## src/rtl/cfg_pkg.sv

```systemverilog
`default_nettype none
// ============================================================================
// Module      : cfg_pkg
// Description : Shared types and defaults for the PE configuration-chain
//               loader: FSM state encoding, default widths, word-count helper.
// Revision    : 1.0 - initial release
// ============================================================================
package cfg_pkg;

  localparam int C_WORD_W     = 32;
  localparam int C_LEN_W      = 16;
  localparam int C_CLR_CYCLES = 2;

  typedef enum logic [1:0] {
    S_IDLE   = 2'd0,
    S_CLEAR  = 2'd1,
    S_LOAD   = 2'd2,
    S_FINISH = 2'd3
  } state_t;

  // Number of configuration words a load of `len` bits consumes.
  function automatic int unsigned ceil_words(input int unsigned len,
                                             input int unsigned word_w = C_WORD_W);
    return (len + word_w - 1) / word_w;
  endfunction

endpackage : cfg_pkg
`default_nettype wire

```

## src/rtl/cfg_word_serializer.sv

```systemverilog
`default_nettype none
// ============================================================================
// Module      : cfg_word_serializer
// Description : One-entry word buffer that streams configuration words onto
//               the chain LSB-first. A word arriving into an empty buffer
//               emits its bit 0 in the same cycle, and the next word may be
//               taken while the last bit of the current one is emitted, so
//               an always-valid source sees no bubble at word boundaries.
// Revision    : 1.0 - initial release
// ============================================================================
module cfg_word_serializer
  import cfg_pkg::*;
#(
  parameter int WORD_W = C_WORD_W
) (
  input  logic              clk,
  input  logic              reset,
  input  logic              i_load_en,     // loader is in its shifting phase
  input  logic              i_flush,       // drop buffered word, rewind index
  input  logic              i_stop,        // no bits left to shift
  input  logic              i_last_bit,    // exactly one bit left to shift
  input  logic [WORD_W-1:0] i_word_data,
  input  logic              i_word_valid,
  output logic              o_word_ready,
  output logic              o_step,        // a bit is emitted on this edge
  output logic              o_cfg_bit,
  output logic              o_cfg_shift
);

  localparam int              IDX_W      = $clog2(WORD_W);
  localparam logic [IDX_W-1:0] C_LAST_IDX = IDX_W'(WORD_W - 1);

  logic [WORD_W-1:0] r_buf;
  logic              r_full;
  logic [IDX_W-1:0]  r_idx;
  logic              r_cfg_bit;
  logic              r_cfg_shift;

  logic              w_active;
  logic              w_at_last;
  logic              w_ready;
  logic              w_accept;
  logic              w_step;
  logic [WORD_W-1:0] w_cur;

  // The final chain bit never opens the buffer for another word, so a load
  // consumes only the words it needs.
  always_comb begin
    w_active  = i_load_en & ~i_flush & ~i_stop;
    w_at_last = (r_idx == C_LAST_IDX);
    w_ready   = w_active & (~r_full | (w_at_last & ~i_last_bit));
    w_accept  = w_ready & i_word_valid;
    w_step    = w_active & (r_full | w_accept);
    w_cur     = r_full ? r_buf : i_word_data;
  end

  // Buffer occupancy, bit index and the registered chain drive.
  always_ff @(posedge clk or posedge reset) begin
    if (reset) begin
      r_buf       <= '0;
      r_full      <= 1'b0;
      r_idx       <= '0;
      r_cfg_bit   <= 1'b0;
      r_cfg_shift <= 1'b0;
    end else begin
      r_cfg_shift <= w_step;
      if (w_step) begin
        r_cfg_bit <= w_cur[r_idx];
      end
      if (i_flush) begin
        r_full <= 1'b0;
        r_idx  <= '0;
      end else if (w_step) begin
        if (w_at_last) begin
          r_idx  <= '0;
          r_full <= w_accept;
        end else begin
          r_idx  <= r_idx + 1'b1;
          r_full <= 1'b1;
        end
        if (w_accept) begin
          r_buf <= i_word_data;
        end
      end
    end
  end

  assign o_word_ready = w_ready;
  assign o_step       = w_step;
  assign o_cfg_bit    = r_cfg_bit;
  assign o_cfg_shift  = r_cfg_shift;

endmodule : cfg_word_serializer
`default_nettype wire

```

## src/rtl/cfg_chain_loader.sv

```systemverilog
`default_nettype none
// ============================================================================
// Module      : cfg_chain_loader
// Description : Sequences one PE configuration chain: clears the chain for a
//               fixed number of cycles, then shifts chain_len bits taken from
//               a valid/ready word stream, with abort and done signalling.
// Revision    : 1.0 - initial release
// ============================================================================
module cfg_chain_loader
  import cfg_pkg::*;
#(
  parameter int WORD_W     = C_WORD_W,
  parameter int LEN_W      = C_LEN_W,
  parameter int CLR_CYCLES = C_CLR_CYCLES
) (
  input  logic              clk,
  input  logic              reset,
  input  logic              i_start,
  input  logic              i_abort,
  input  logic [LEN_W-1:0]  i_chain_len,
  input  logic [WORD_W-1:0] i_word_data,
  input  logic              i_word_valid,
  output logic              o_word_ready,
  output logic              o_cfg_bit,
  output logic              o_cfg_shift,
  output logic              o_cfg_reset,
  output logic              o_busy,
  output logic              o_done,
  output logic              o_aborted
);

  localparam int               CLR_W      = (CLR_CYCLES > 1) ? $clog2(CLR_CYCLES) : 1;
  localparam logic [CLR_W-1:0] C_CLR_LAST = CLR_W'(CLR_CYCLES - 1);

  state_t             r_state;
  state_t             w_next;
  logic [LEN_W-1:0]   r_bits_left;
  logic [CLR_W-1:0]   r_clr_cnt;
  logic               r_cfg_reset;
  logic               r_busy;
  logic               r_done;
  logic               r_aborted;

  logic               w_abort_ok;
  logic               w_step;
  logic               w_in_load;

  assign w_in_load = (r_state == S_LOAD);

  cfg_word_serializer #(
    .WORD_W (WORD_W)
  ) u_ser (
    .clk          (clk),
    .reset        (reset),
    .i_load_en    (w_in_load & ~i_abort),
    .i_flush      (~w_in_load | i_abort),
    .i_stop       (r_bits_left == '0),
    .i_last_bit   (r_bits_left == LEN_W'(1)),
    .i_word_data  (i_word_data),
    .i_word_valid (i_word_valid),
    .o_word_ready (o_word_ready),
    .o_step       (w_step),
    .o_cfg_bit    (o_cfg_bit),
    .o_cfg_shift  (o_cfg_shift)
  );

  // Next-state decode; abort only applies while a load is in flight.
  always_comb begin
    w_next     = r_state;
    w_abort_ok = i_abort & ((r_state == S_CLEAR) | (r_state == S_LOAD));
    case (r_state)
      S_IDLE: begin
        if (i_start) w_next = S_CLEAR;
      end
      S_CLEAR: begin
        if (w_abort_ok)                   w_next = S_IDLE;
        else if (r_clr_cnt == C_CLR_LAST) w_next = (r_bits_left == '0) ? S_FINISH : S_LOAD;
      end
      S_LOAD: begin
        if (w_abort_ok)                                w_next = S_IDLE;
        else if (w_step && r_bits_left == LEN_W'(1))   w_next = S_FINISH;
      end
      S_FINISH: begin
        w_next = S_IDLE;
      end
      default: begin
        w_next = S_IDLE;
      end
    endcase
  end

  // State register and the registered status/clear outputs derived from it.
  always_ff @(posedge clk or posedge reset) begin
    if (reset) begin
      r_state     <= S_IDLE;
      r_cfg_reset <= 1'b0;
      r_busy      <= 1'b0;
      r_done      <= 1'b0;
      r_aborted   <= 1'b0;
    end else begin
      r_state     <= w_next;
      r_cfg_reset <= (w_next == S_CLEAR);
      r_busy      <= (w_next != S_IDLE);
      r_done      <= (r_state == S_FINISH);
      r_aborted   <= w_abort_ok;
    end
  end

  // Remaining-bit counter and clear-phase cycle counter.
  always_ff @(posedge clk or posedge reset) begin
    if (reset) begin
      r_bits_left <= '0;
      r_clr_cnt   <= '0;
    end else if (r_state == S_IDLE && i_start) begin
      r_bits_left <= i_chain_len;
      r_clr_cnt   <= '0;
    end else begin
      if (r_state == S_CLEAR && r_clr_cnt != C_CLR_LAST) begin
        r_clr_cnt <= r_clr_cnt + 1'b1;
      end
      if (w_step) begin
        r_bits_left <= r_bits_left - 1'b1;
      end
    end
  end

  assign o_cfg_reset = r_cfg_reset;
  assign o_busy      = r_busy;
  assign o_done      = r_done;
  assign o_aborted   = r_aborted;

endmodule : cfg_chain_loader
`default_nettype wire

```

## config.mk

```make
export PLATFORM = sky130hd
export DESIGN_NAME = cfg_chain_loader
export DESIGN_NICKNAME = d
export VERILOG_FILES = /design/src/rtl/cfg_pkg.sv /design/src/rtl/cfg_word_serializer.sv /design/src/rtl/cfg_chain_loader.sv
export SDC_FILE = /design/constraint.sdc
export NUM_CORES = 1
export LEC_CHECK = 0
export ABC_AREA = 1
export BUFFER_PORTS_ARGS = -buffer_cell sky130_fd_sc_hd__buf_2
export CORE_MARGIN = 2
export CORE_UTILIZATION = 55
export DETAILED_ROUTE_END_ITERATION = 10
export GPL_TIMING_DRIVEN = 0
export MAX_ROUTING_LAYER = met4
export PLACE_DENSITY = 0.78
export SLEW_MARGIN = 30
export SYNTH_ARGS = -nofsm -noshare
export SYNTH_HDL_FRONTEND = slang
export SYNTH_SLANG_ARGS = --single-unit
```

## constraint.sdc

```tcl
create_clock -name clk -period 1.9 [get_ports clk]
set_clock_uncertainty 0.05 [all_clocks]
set_input_delay 0.095 -clock clk [delete_from_list [all_inputs] [get_ports clk]]
set_output_delay 0.095 -clock clk [all_outputs]
set_load 0.02 [all_outputs]
```

### Yosys cells after proc, flatten, opt, wreduce, memory -nomap -nowiden

Cells that the tools add are included.

| operators by class | value |
|---|---|
| $add $sub $neg | 3 |
| reduce and logical (&&, ||, !) cells | 10 |
| multiplexer cells | 20 |
| magnitude comparators | 1 |
| bitwise logic cells | 19 |
| eq/ne operators | 6 |

Operators by type and width:

| kind | count |
|---|---|
| $mux 16 | 2 |
| $mux 32 | 1 |
| $eq 16x1->1 const B | 1 |
| $logic_not 16->1 | 1 |
| $sub 16x1->16 const B | 1 |
| $mux 5 | 3 |
| $mux 2 | 5 |
| $and 1x1->1 | 8 |
| $pmux 2 s4 | 1 |
| $reduce_bool 2->1 | 4 |
| $mux 1 | 7 |
| $not 1->1 | 7 |
| $lt 5x6->1 const B | 1 |
| $add 5x1->5 const B | 1 |
| $bmux 1 s5 | 1 |
| $eq 5x5->1 const B | 1 |
| $eq 2x1->1 const B | 2 |
| $eq 2x2->1 const B | 2 |
| $or 1x1->1 | 4 |
| $logic_and 1x1->1 | 3 |
| $reduce_and 3->1 | 1 |
| $logic_not 2->1 | 1 |
| $add 1x1->1 const B | 1 |

| storage, ports and cells | value |
|---|---|
| register bits after elaboration | 63 |
| input port bits | 53 |
| output and inout bits | 7 |
| word-level logic and storage cells | 71 |

### Longest topological paths before layout

Gate-level depths: netlist of run 1.

| depth | value |
|---|---|
| depth in word-level cells | 15 |
| depth in mapped cells | 13 |
| depth with buffers taken out | 13 |

### Cells and area by module

Synthesis of run 1 repeated with hierarchy kept, for this count alone.

| unflattened totals | value |
|---|---|
| cell total of the unflattened synthesis | 490 |
| area total of the unflattened synthesis | 3885.0 um^2 |

By module, submodules not included:

| module | seq. area each (um^2) | cells an instance | times used | area an instance (um^2) |
|---|---|---|---|---|
| cfg_word_serializer | 1001.0 | 268 | 1 | 2314.7 |
| cfg_chain_loader | 575.6 | 222 | 1 | 1570.3 |

### Least setup slack after synthesis of run 1

Ideal clock, no wire load.

| path | value |
|---|---|
| kind | reg2reg |
| start | register u_ser.r_idx[1] |
| end | register u_ser.r_buf[1] |
| buffers on the path | 1 |
| arrival time | 1.506 ns |
| cell stages (with the launch flop) | 11 |
| clock period less this slack | 1.673 ns |
| path slack | 0.227 ns |
| library setup time | 0.117 ns |
| required time | 1.733 ns |
| path through | dfrtp_1 ha_1 nand2_1 nor2_1 ha_1 nand2_1 a21oi_4 nand2_4 buf_2 nand2_1 nand2_1 |

| on the way | value |
|---|---|
| cells in the longest elaborated chain, start to end | 8 |

Ends and longest elaborated chain:

| item | RTL line | source |
|---|---|---|
| start, declared | cfg_word_serializer.sv:35 | `logic [IDX_W-1:0] r_idx;` |
| start signal, assigned | cfg_word_serializer.sv:78 | `r_idx <= r_idx + 1'b1;` |
| $eq 5x5->1 (*) | cfg_word_serializer.sv:50 | `w_at_last = (r_idx == C_LAST_IDX);` |
| $and 1x1->1 (*) | cfg_word_serializer.sv:51 | `w_ready = w_active & (~r_full \| (w_at_last & ~i_last_bit));` |
| $or 1x1->1 (*) | cfg_word_serializer.sv:51 |  |
| $and 1x1->1 (*) | cfg_word_serializer.sv:51 |  |
| $and 1x1->1 (*) | cfg_word_serializer.sv:52 | `w_accept = w_ready & i_word_valid;` |
| $or 1x1->1 | cfg_word_serializer.sv:53 | `w_step = w_active & (r_full \| w_accept);` |
| $and 1x1->1 | cfg_word_serializer.sv:53 |  |
| $reduce_and 3->1 (no source line) (*) | -- |  |
| end signal, assigned | cfg_word_serializer.sv:82 | `r_buf <= i_word_data;` |
| end, declared | cfg_word_serializer.sv:33 | `logic [WORD_W-1:0] r_buf;` |

Every way passes the cells marked *; elsewhere a longest branch is shown, timed or not.
A chain may end at the register's enable or synchronous reset.

### Worst setup path after layout of run 1

| path | value |
|---|---|
| start | register u_ser.r_idx[0] |
| end | register u_ser.r_buf[4] |

The elaborated chain is that of the path after synthesis.

==> results.toml, run 1 <==
[outcome]
status = "finished, violations left"
violations = "setup timing"

[timing]
finalWorstSetupSlack_ns = -0.0573
setup-tns-final_ns = -1.02
drv_slew = 0
min_period_ns = 1.96
setup_viol = 31
rsz0062_at_grt = "true"
holdWs_ns = 0.00122
hold_viol_final = 0
min_period_over_period = 1.03
slew_headroom = 0.559
worst_pin_slew_ns = 0.661
max_freq_ghz = 0.511

[cts]
path_clk_slew_ns = 0.07
clock_latency_ns = 0.34
cts.path.max_buffers = 2
cts_tree = "built"
h-tree-depth = 3
numCtsBuffers = 9
cts_root_buf = "clkbuf_8"
cts.sinks = 63

[power]
pwr_density_cell_nw_per_um2 = 1090
p_leak_nw = 2.56
vdd_drop_max_mv = 0.820
total_power_mw = 5.62

[cells_and_area]
drive_above_1_share = 0.265
finish.utilization = 0.765
insertedDiodeCount = 0
multi_input_area_um2 = 2020
register_area_um2 = 1580
design_area_um2 = 5140
nets = 698
syn_to_final_growth_pct = 36.6
fill_cells = 498

[die]
dieWidth_um = 86.7
initial_core_util = 0.560
num_io_pins = 60
die_area_um2 = 7520
placementRows = 30
coreArea_um2 = 6720
die-height_um = 86.7

[synth]
netlist_area_um2 = 3760
postSynthCellCount = 505
yosysWarnings = 0
syn_avg_cell_area_um2 = 7.45
synthesis.nets = 568
ys_top_cells_by_area = "dfrtp_1, nand2_1, nand3_1"
synth_top_flop_cell = "dfrtp_1"
async_reset_ff_frac = 1.00
synth_edf_count = 0
netlist.top_cell.by_area = "dfrtp_1"
synth_top_area_frac = 0.419
ys_seq_area_frac = 0.419
ys_ff_latch = 63
ys_types = 40

[routing]
first_pass_iters = 5
drt_iter0_drc = 348
ant_nets = 0
drc_errors = 0
vias = 4067
routed_via_density = 5.66
detail_route.wl_per_cell_um = 16.0
routed_wl_um = 11500

[global_route]
grt_first_pass_wirelength_um = 18100
antenna_found_initial = 0
grt_overflow = 0
grt_pass1_vias = 3854
grt_usage = 0.318
grt_max_degree = 45

[flow_run]
cap_violations = 0

[worst_setup_path]
crit_buf_inv = 2
path_class = "reg -> reg"
cpLargestDelayFamily = "simple AND/OR/NAND/NOR gates"
path_max_fanout = 5
worstSetupStartpoint = "u_ser.r_idx[0]"
critPathMostFrequentCell = "nand2_2"
slowest_delay_ns = 0.37
worst_ep_arrival_time_ns = 2.14
start_kind = "flip-flop"
worstPathRequired_ns = 2.08
crit_path_cell_trace = "ha_2 -> nand2_2 -> nor2_2 -> ha_2 -> nand2_2 -> a21oi_4 -> buf_6 -> nand2_8 -> buf_8 -> nand2_2 -> nand2_2"
reg2reg_from = "u_ser.r_idx[0]"
slowest_stage = "dfrtp_1"
cp-end-kind = "flip-flop"

[hold_path]
min_path_type = "in -> reg"
hp-start = "i_chain_len[7]"

[placement]
port_buffers = 58
dp_hpwl_um = 6980
placed_area_um2 = 4180
place.gp.congestion = 0.908
[final cells by class]
class                           count  share of cell area
Timing Repair inverter              1             0.00146
Clock buffer                       13              0.0309
Multi-Input combinational cell    374               0.394
Sequential cell                    63               0.307
Inverter                           46              0.0348
Clock inverter                      1            0.000974
Buffer                             23              0.0385
Timing Repair Buffer              117               0.174
Tap cell                           80              0.0195
[timing repair]
item	CTS	global route
hold buffers	42	0
setup buffers	9	5
pin swaps	4	7
endpoints found under the hold margin	104	0
gates resized for setup	31	42
endpoints found under the setup margin	41	49
cloned	3	1
[cells in the mapped netlist, types with 4 or more instances]
cell type and number:
nor2_2 4, a21oi_1 21, o211ai_1 11, ha_1 10, nand3_1 53, o22ai_1 5
buf_2 8, o21ai_1 5, clkbuf_1 7, buf_6 5, nand2_1 148, dfrtp_1 63
nor3_1 5, o21ai_2 9, nor2_1 42, o21ai_0 33, inv_1 44
[cells by family (layout without fill, tap and decap cells)]
| kind of cell | Yosys count | after routing | synth area share |
|---|---|---|---|
| flops | 63 | 63 | 0.419 |
| xor+xnor | 4 | 4 | 0.00931 |
| compound gates | 98 | 98 | 0.162 |
| simple gates | 261 | 262 | 0.292 |
| fa+ha+maj | 10 | 10 | 0.0332 |
| buf+inv | 69 | 201 | 0.0844 |
[worst register-to-register path, stage by stage (launching register included)]
cell,delay [ns]
dfrtp_1,0.37
ha_2,0.21
nand2_2,0.07
nor2_2,0.11
ha_2,0.21
nand2_2,0.07
a21oi_4,0.19
buf_6,0.17
nand2_8,0.09
buf_8,0.19
nand2_2,0.07
nand2_2,0.05
[per-stage QoR]
step / setup WS (ns) / instances
6_report: -0.0573 / 718
5_1_grt: -0.115 / 718
4_1_cts: -0.0506 / 712
3_5_place_dp: -0.126 / 644
3_3_place_gp: -0.662 / 643
2_1_floorplan: 0.185 / 505
[where the power goes]
group	switching [mW]	internal, mW	leakage (nW)	total [mW]
Clock	0.530	0.530	0.0854	1.06
Combinational	1.30	0.940	1.66	2.24
Sequential	0.451	1.87	0.809	2.32
Total	2.28	3.34	2.56	5.62
[metal layers]
layer  vias to the layer above  part of all wire  track usage
met5                         -                 0            -
met4                         0             0.030        0.128
met1                      1901              0.39        0.379
met2                       213              0.51        0.546
met3                        39             0.065       0.0410
li1                       1914                 -            -
[cells in the final DEF (no fill, tap or decap), drive strengths merged, types with 23 or more instances in the layout]
master,instances
buf,88
nand2,152
o21ai,47
nor2,47
a21oi,23
inv,45
clkbuf,23
dlygate4sd3,42
dfrtp,63
nand3,54
[worst paths after layout]
path                              endpoint  slack (ns)  cells after the start
min in group asynchronous   u_ser.r_buf[0]        0.20                      3
max in group asynchronous           o_done        1.07                      4
min                         r_bits_left[7]       0.001                      3
max reg2reg                 u_ser.r_buf[4]       -0.06                     11
max                         u_ser.r_buf[4]       -0.06                     11
min reg2reg                u_ser.r_buf[16]        0.43                      2
[sequential cells by signal, summed over array words and instances (netlist names)]
signal	flops
u_ser.o_cfg_bit	1
u_ser.o_cfg_shift	1
r_bits_left	16
u_ser.r_idx	5
u_ser.r_full	1
r_clr_cnt	1
o_aborted	1
u_ser.r_buf	32
o_busy	1
o_done	1
r_state	2
o_cfg_reset	1
Power figures use the tool's default switching activity.
==> run 2, diff against run 1 <==
==> constraint.sdc (replaced) <==
create_clock -name clk -period 1.9 [get_ports clk]
set_clock_uncertainty 0.05 [all_clocks]
set_input_delay 0.095 -clock clk [delete_from_list [all_inputs] [get_ports clk]]
set_output_delay 0.095 -clock clk [all_outputs]
set_load 0.005 [all_outputs]
==> run 2 against run 1 <==
  * The run still ends with setup timing left
  * Core utilization fell by 0.28 points
  * Register-to-register slack is essentially flat
  * Clock-buffer cell count did not move
  * Sequential power is essentially flat
  * Fmax increased by 0.73%
  * Non-clock buffer count grew 1
  * Routed wire length down 0.38%
  * Final area shrank 0.37%
  * Critical endpoint is now u_ser.r_buf[10]
  * Largest power group unchanged
  * Highest routed layer unchanged
==> results.toml, run 2 (same netlist as run 1, synthesis figures left out) <==
[routing]
drc_errors = 0
first_pass_iters = 6
detail_route.wl_per_cell_um = 16.0
routed_wl_um = 11500
ant_nets = 0
drt_iter0_drc = 394
vias = 4045
routed_via_density = 5.63

[global_route]
grt_overflow = 0
grt_first_pass_wirelength_um = 17700
grt_max_degree = 45
grt_pass1_vias = 3761
antenna_found_initial = 0
grt_usage = 0.310

[cells_and_area]
finish.utilization = 0.762
instances_no_fill = 718
design_area_um2 = 5120
nets = 698
drive_above_1_share = 0.270
syn_to_final_growth_pct = 36.1
largest_register_ffs = 32
insertedDiodeCount = 0
final_common_cell = "nand2_1"
fill_cells = 487
top_regs = "u_ser.r_buf x32, r_bits_left x16, u_ser.r_idx x5"
largest-register = "u_ser.r_buf"
layout_common_cells = "nand2_1, dfrtp_1, buf_2"

[cts]
numCtsBuffers = 9
clock_latency_ns = 0.34
cts.sinks = 63
cts_tree = "built"
cts.path.max_buffers = 2
path_clk_slew_ns = 0.07
cts_root_buf = "clkbuf_8"
h-tree-depth = 3

[power]
switching_share = 0.403
seq_power_share = 0.418
p_int_mw = 3.33
p_sw_mw = 2.25
vdd_drop_max_mv = 0.817
pwr_density_cell_nw_per_um2 = 1090
p_leak_nw = 2.55
clockPowerShare = 0.188
comb_power_share = 0.394

[worst_setup_path]
r2r-end = "u_ser.r_buf[10]"
reg2reg_from = "u_ser.r_idx[0]"
path_class = "reg -> reg"
start_kind = "flip-flop"
cp-end-kind = "flip-flop"
path_max_fanout = 8
critical_path.endpoint = "u_ser.r_buf[10]"
worstSetupStartpoint = "u_ser.r_idx[0]"
reg2reg_depth = 11
r2r_slack_ns = -0.04
worstPathRequired_ns = 2.08
worst_ep_arrival_time_ns = 2.13

[timing]
drv_slew = 0
holdWs_ns = 0.00876
slew_headroom = 0.664
max_freq_ghz = 0.515
setup_viol = 27
min_period_ns = 1.94
rsz0062_at_grt = "true"
hold_viol_final = 0
min_period_over_period = 1.02
worst_pin_slew_ns = 0.504
setup-tns-final_ns = -0.292
finalWorstSetupSlack_ns = -0.0431

[die]
initial_core_util = 0.560
num_io_pins = 60
die_area_um2 = 7520
die-height_um = 86.7
coreArea_um2 = 6720
placementRows = 30
dieWidth_um = 86.7

[placement]
dp_hpwl_um = 6980
port_buffers = 58
placed_area_um2 = 4180
place.gp.congestion = 0.908
dp.cells = 644

[hold_path]
min_path_type = "in -> reg"

[outcome]
violations = "setup timing"
status = "finished, violations left"

[flow_run]
cap_violations = 0
run 2: cell types whose count changed in the layout (fill, tap and decap cells not counted), sizes merged:
cell,delta
nand2,-1
buf,+1
run 2: layer usage:
layer | track usage | vias to the layer above | part of all wire
met1 | 0.385 | 1883 | 0.40
met4 | 0.122 | 0 | 0.026
met2 | 0.518 | 214 | 0.51
met5 | - | - | 0
met3 | 0.0381 | 36 | 0.066
li1 | - | 1912 | -
run 2: critical path, stage by stage, from the launching register on:
cell	delay, ns
dfrtp_1	0.37
ha_2	0.21
nand2_2	0.06
nor2_2	0.10
ha_2	0.20
nand2_2	0.07
a21oi_4	0.20
buf_6	0.16
nand2_8	0.09
clkbuf_16	0.20
nand2_4	0.06
o21ai_2	0.05
run 2: repair_timing:
action | CTS | global route
pin swaps | 4 | 7
endpoints found under the setup margin | 41 | 49
endpoints found under the hold margin | 104 | 0
hold buffers | 42 | 0
gates resized for setup | 20 | 49
cloned | 1 | 2
setup buffers | 9 | 6
run 2: cell type report:
| type | count | area (µm²) | area share |
|---|---|---|---|
| buffer | 23 | 184 | 0.0359 |
| clock buffer | 13 | 159 | 0.0310 |
| clock inverter | 1 | 5.00 | 0.000977 |
| inverter | 46 | 179 | 0.0349 |
| multi-input combinational | 373 | 2010 | 0.393 |
| sequential | 63 | 1580 | 0.308 |
| tap | 80 | 100 | 0.0195 |
| timing repair buffer | 118 | 897 | 0.175 |
| timing repair inverter | 1 | 7.51 | 0.00147 |
run 2: metrics by stage:
| step | worst slack, ns | power, mW |
|---|---|---|
| floorplan | 0.185 | 3.57 |
| global placement | -0.662 | 3.99 |
| detailed placement | -0.126 | 4.10 |
| CTS | -0.0301 | 5.28 |
| global route | -0.119 | 5.97 |
| finish | -0.0431 | 5.58 |
run 2: power groups by stage:
stage                     Clock [mW]  Sequential [mW]  Combinational [mW]
after global routing            1.12             2.38                2.47
final                           1.05             2.33                2.20
after detailed placement           0             2.27                1.83
after floorplan                    0             2.18                1.39
after global placement             0             2.24                1.75
after CTS                       1.05             2.24                1.99
run 2: worst min-delay path by stage:
stage,from,cells after the start,end,slack (ns)
after global placement,i_chain_len[13],3,r_bits_left[13],0.27
after floorplan,i_chain_len[13],2,r_bits_left[13],0.16
final,i_chain_len[7],3,r_bits_left[7],0.009
after detailed placement,reset,2,u_ser.r_buf[0],0.02
after global routing,i_chain_len[5],3,r_bits_left[5],0.007
after CTS,i_chain_len[15],3,r_bits_left[15],0.0005
==> run 3, diff against run 2 <==
--- a/config.mk
+++ b/config.mk
@@ -13,6 +13,7 @@
 export GPL_TIMING_DRIVEN = 0
 export MAX_ROUTING_LAYER = met4
 export PLACE_DENSITY = 0.78
+export REMOVE_ABC_BUFFERS = 1
 export SLEW_MARGIN = 30
 export SYNTH_ARGS = -nofsm -noshare
 export SYNTH_HDL_FRONTEND = slang
==> run 3 against run 2 <==
  * The run still ends with setup timing left
  * Die area unchanged
  * Sequential power shrank 2%
  * Largest power group unchanged
  * Hold slack better by 0.0055 ns
  * Setup slack improved by 0.011 ns
  * Power rose by 7.2%
  * Sequential cell count stayed put
  * First-iteration DRC count rose by 18%
  * Cell count rose by 0.28%
==> results.toml, run 3 (same netlist as run 1, synthesis figures left out) <==
[global_route]
grt_max_degree = 44
grt_pass1_vias = 3747
grt_first_pass_wirelength_um = 17200
antenna_found_initial = 0
grt_overflow = 0
grt_usage = 0.299

[cells_and_area]
layout_common_cells = "nand2_1, dfrtp_1, buf_2"
design_area_um2 = 5310
top_regs = "u_ser.r_buf x32, r_bits_left x16, u_ser.r_idx x5"
largest_register_ffs = 32
insertedDiodeCount = 0
drive_above_1_share = 0.269
nets = 698
largest-register = "u_ser.r_buf"
instances_no_fill = 720
syn_to_final_growth_pct = 41.0
final_common_cell = "nand2_1"

[cts]
numCtsBuffers = 9
cts.sinks = 63
cts.path.max_buffers = 2
path_clk_slew_ns = 0.07
cts_root_buf = "clkbuf_8"
cts_tree = "built"
h-tree-depth = 3
clock_latency_ns = 0.35

[routing]
drt_iter0_drc = 464
routed_wl_um = 11900
first_pass_iters = 6
drc_errors = 0
ant_nets = 0
detail_route.wl_per_cell_um = 16.6
routed_via_density = 5.72
vias = 4121

[die]
num_io_pins = 60
placementRows = 30
die-height_um = 86.7
initial_core_util = 0.560
die_area_um2 = 7520
dieWidth_um = 86.7
coreArea_um2 = 6720

[worst_setup_path]
reg2reg_depth = 11
path_max_fanout = 6
path_class = "reg -> reg"
worst_ep_arrival_time_ns = 2.15
worstPathRequired_ns = 2.12
r2r_slack_ns = -0.03
start_kind = "flip-flop"
cp-end-kind = "flip-flop"
r2r-end = "u_ser.r_full"
reg2reg_from = "u_ser.r_idx[1]"
worstSetupStartpoint = "u_ser.r_idx[1]"

[hold_path]
min_path_type = "in -> reg"
hp-start = "i_chain_len[10]"
min_to = "r_bits_left[10]"
holdPathStages = 3

[power]
pwr_density_cell_nw_per_um2 = 1130
vdd_drop_max_mv = 0.701
p_leak_nw = 2.58

[timing]
max_freq_ghz = 0.518
min_period_over_period = 1.02
finalWorstSetupSlack_ns = -0.0323
setup_viol = 9
worst_pin_slew_ns = 0.849
drv_slew = 0
holdWs_ns = 0.0142
min_period_ns = 1.93
setup-tns-final_ns = -0.136
hold_viol_final = 0
slew_headroom = 0.434
rsz0062_at_grt = "true"

[placement]
dp.cells = 622
port_buffers = 59
pre_cts_slack_ns = -0.938
dp_hpwl_um = 5890
place.gp.congestion = 0.837
placed_area_um2 = 4050

[outcome]
violations = "setup timing"
status = "finished, violations left"

[flow_run]
cap_violations = 0
-- run 3: cell types whose count changed in the layout (fill, tap and decap cells not counted), moves of 4 or more --
cell	previous run	this run
nand2_2	22	11
nand2_1	120	133
nand2_8	1	5
buf_4	16	21
clkbuf_2	4	0
clkinvlp_4	2	6
inv_1	40	36
buf_6	9	4
-- run 3: worst max path at each step --
stage	to	slack, ns	depth (start not counted)
after global placement	r_bits_left[15]	-1.15	6
final	u_ser.r_full	-0.03	11
after detailed placement	u_ser.r_buf[30]	-0.94	9
after global routing	u_ser.r_full	-0.09	11
after floorplan	r_bits_left[15]	-0.45	6
after CTS	o_word_ready	0.004	8
-- run 3: where the power goes --
group,switching [mW],leakage (nW),internal (mW)
Sequential,0.424,0.803,1.87
Combinational,1.34,1.66,0.930
Clock,0.552,0.114,0.875
-- run 3: per-stage QoR --
stage,power [mW],util
finish,5.99,0.790
detailed placement,4.01,0.602
global placement,3.88,0.597
CTS,5.64,0.736
global route,6.39,0.790
floorplan,3.48,-
-- run 3: critical path, cell delays in order, from the launching register on --
cell,delay (ns)
dfrtp_1,0.40
ha_4,0.17
nand2_4,0.06
nor2_4,0.13
ha_4,0.17
nand2_4,0.06
a21oi_4,0.26
buf_8,0.21
nand2_8,0.09
nand2_2,0.11
nand2_1,0.06
o21ai_1,0.08
-- run 3: area by class of cell --
class	instances	area, µm²
multi-input cells	381	2180
flip-flops and latches	63	1580
fillers	427	1410
repair buffers	132	1010
inverters	46	189
clock buffers	11	131
clock inverters	5	106
well taps	80	100
repair inverters	2	15.0
-- run 3: what timing repair did --
| action | CTS | global route |
|---|---|---|
| gates cloned | 4 | 6 |
| hold buffers | 45 | 0 |
| setup buffers | 11 | 16 |
| hold endpoints to repair | 107 | 0 |
| resized for setup | 25 | 43 |
| endpoints found under the setup margin | 57 | 59 |
| pin swaps | 3 | 17 |
-- run 3: per-layer routing --
layer / track usage / wire length, µm / vias up
li1: - / - / 1926
met1: 0.362 / 4560 / 1916
met2: 0.503 / 6020 / 216
met3: 0.0429 / 808 / 63
met4: 0.122 / 542 / 0
met5: - / 0 / -
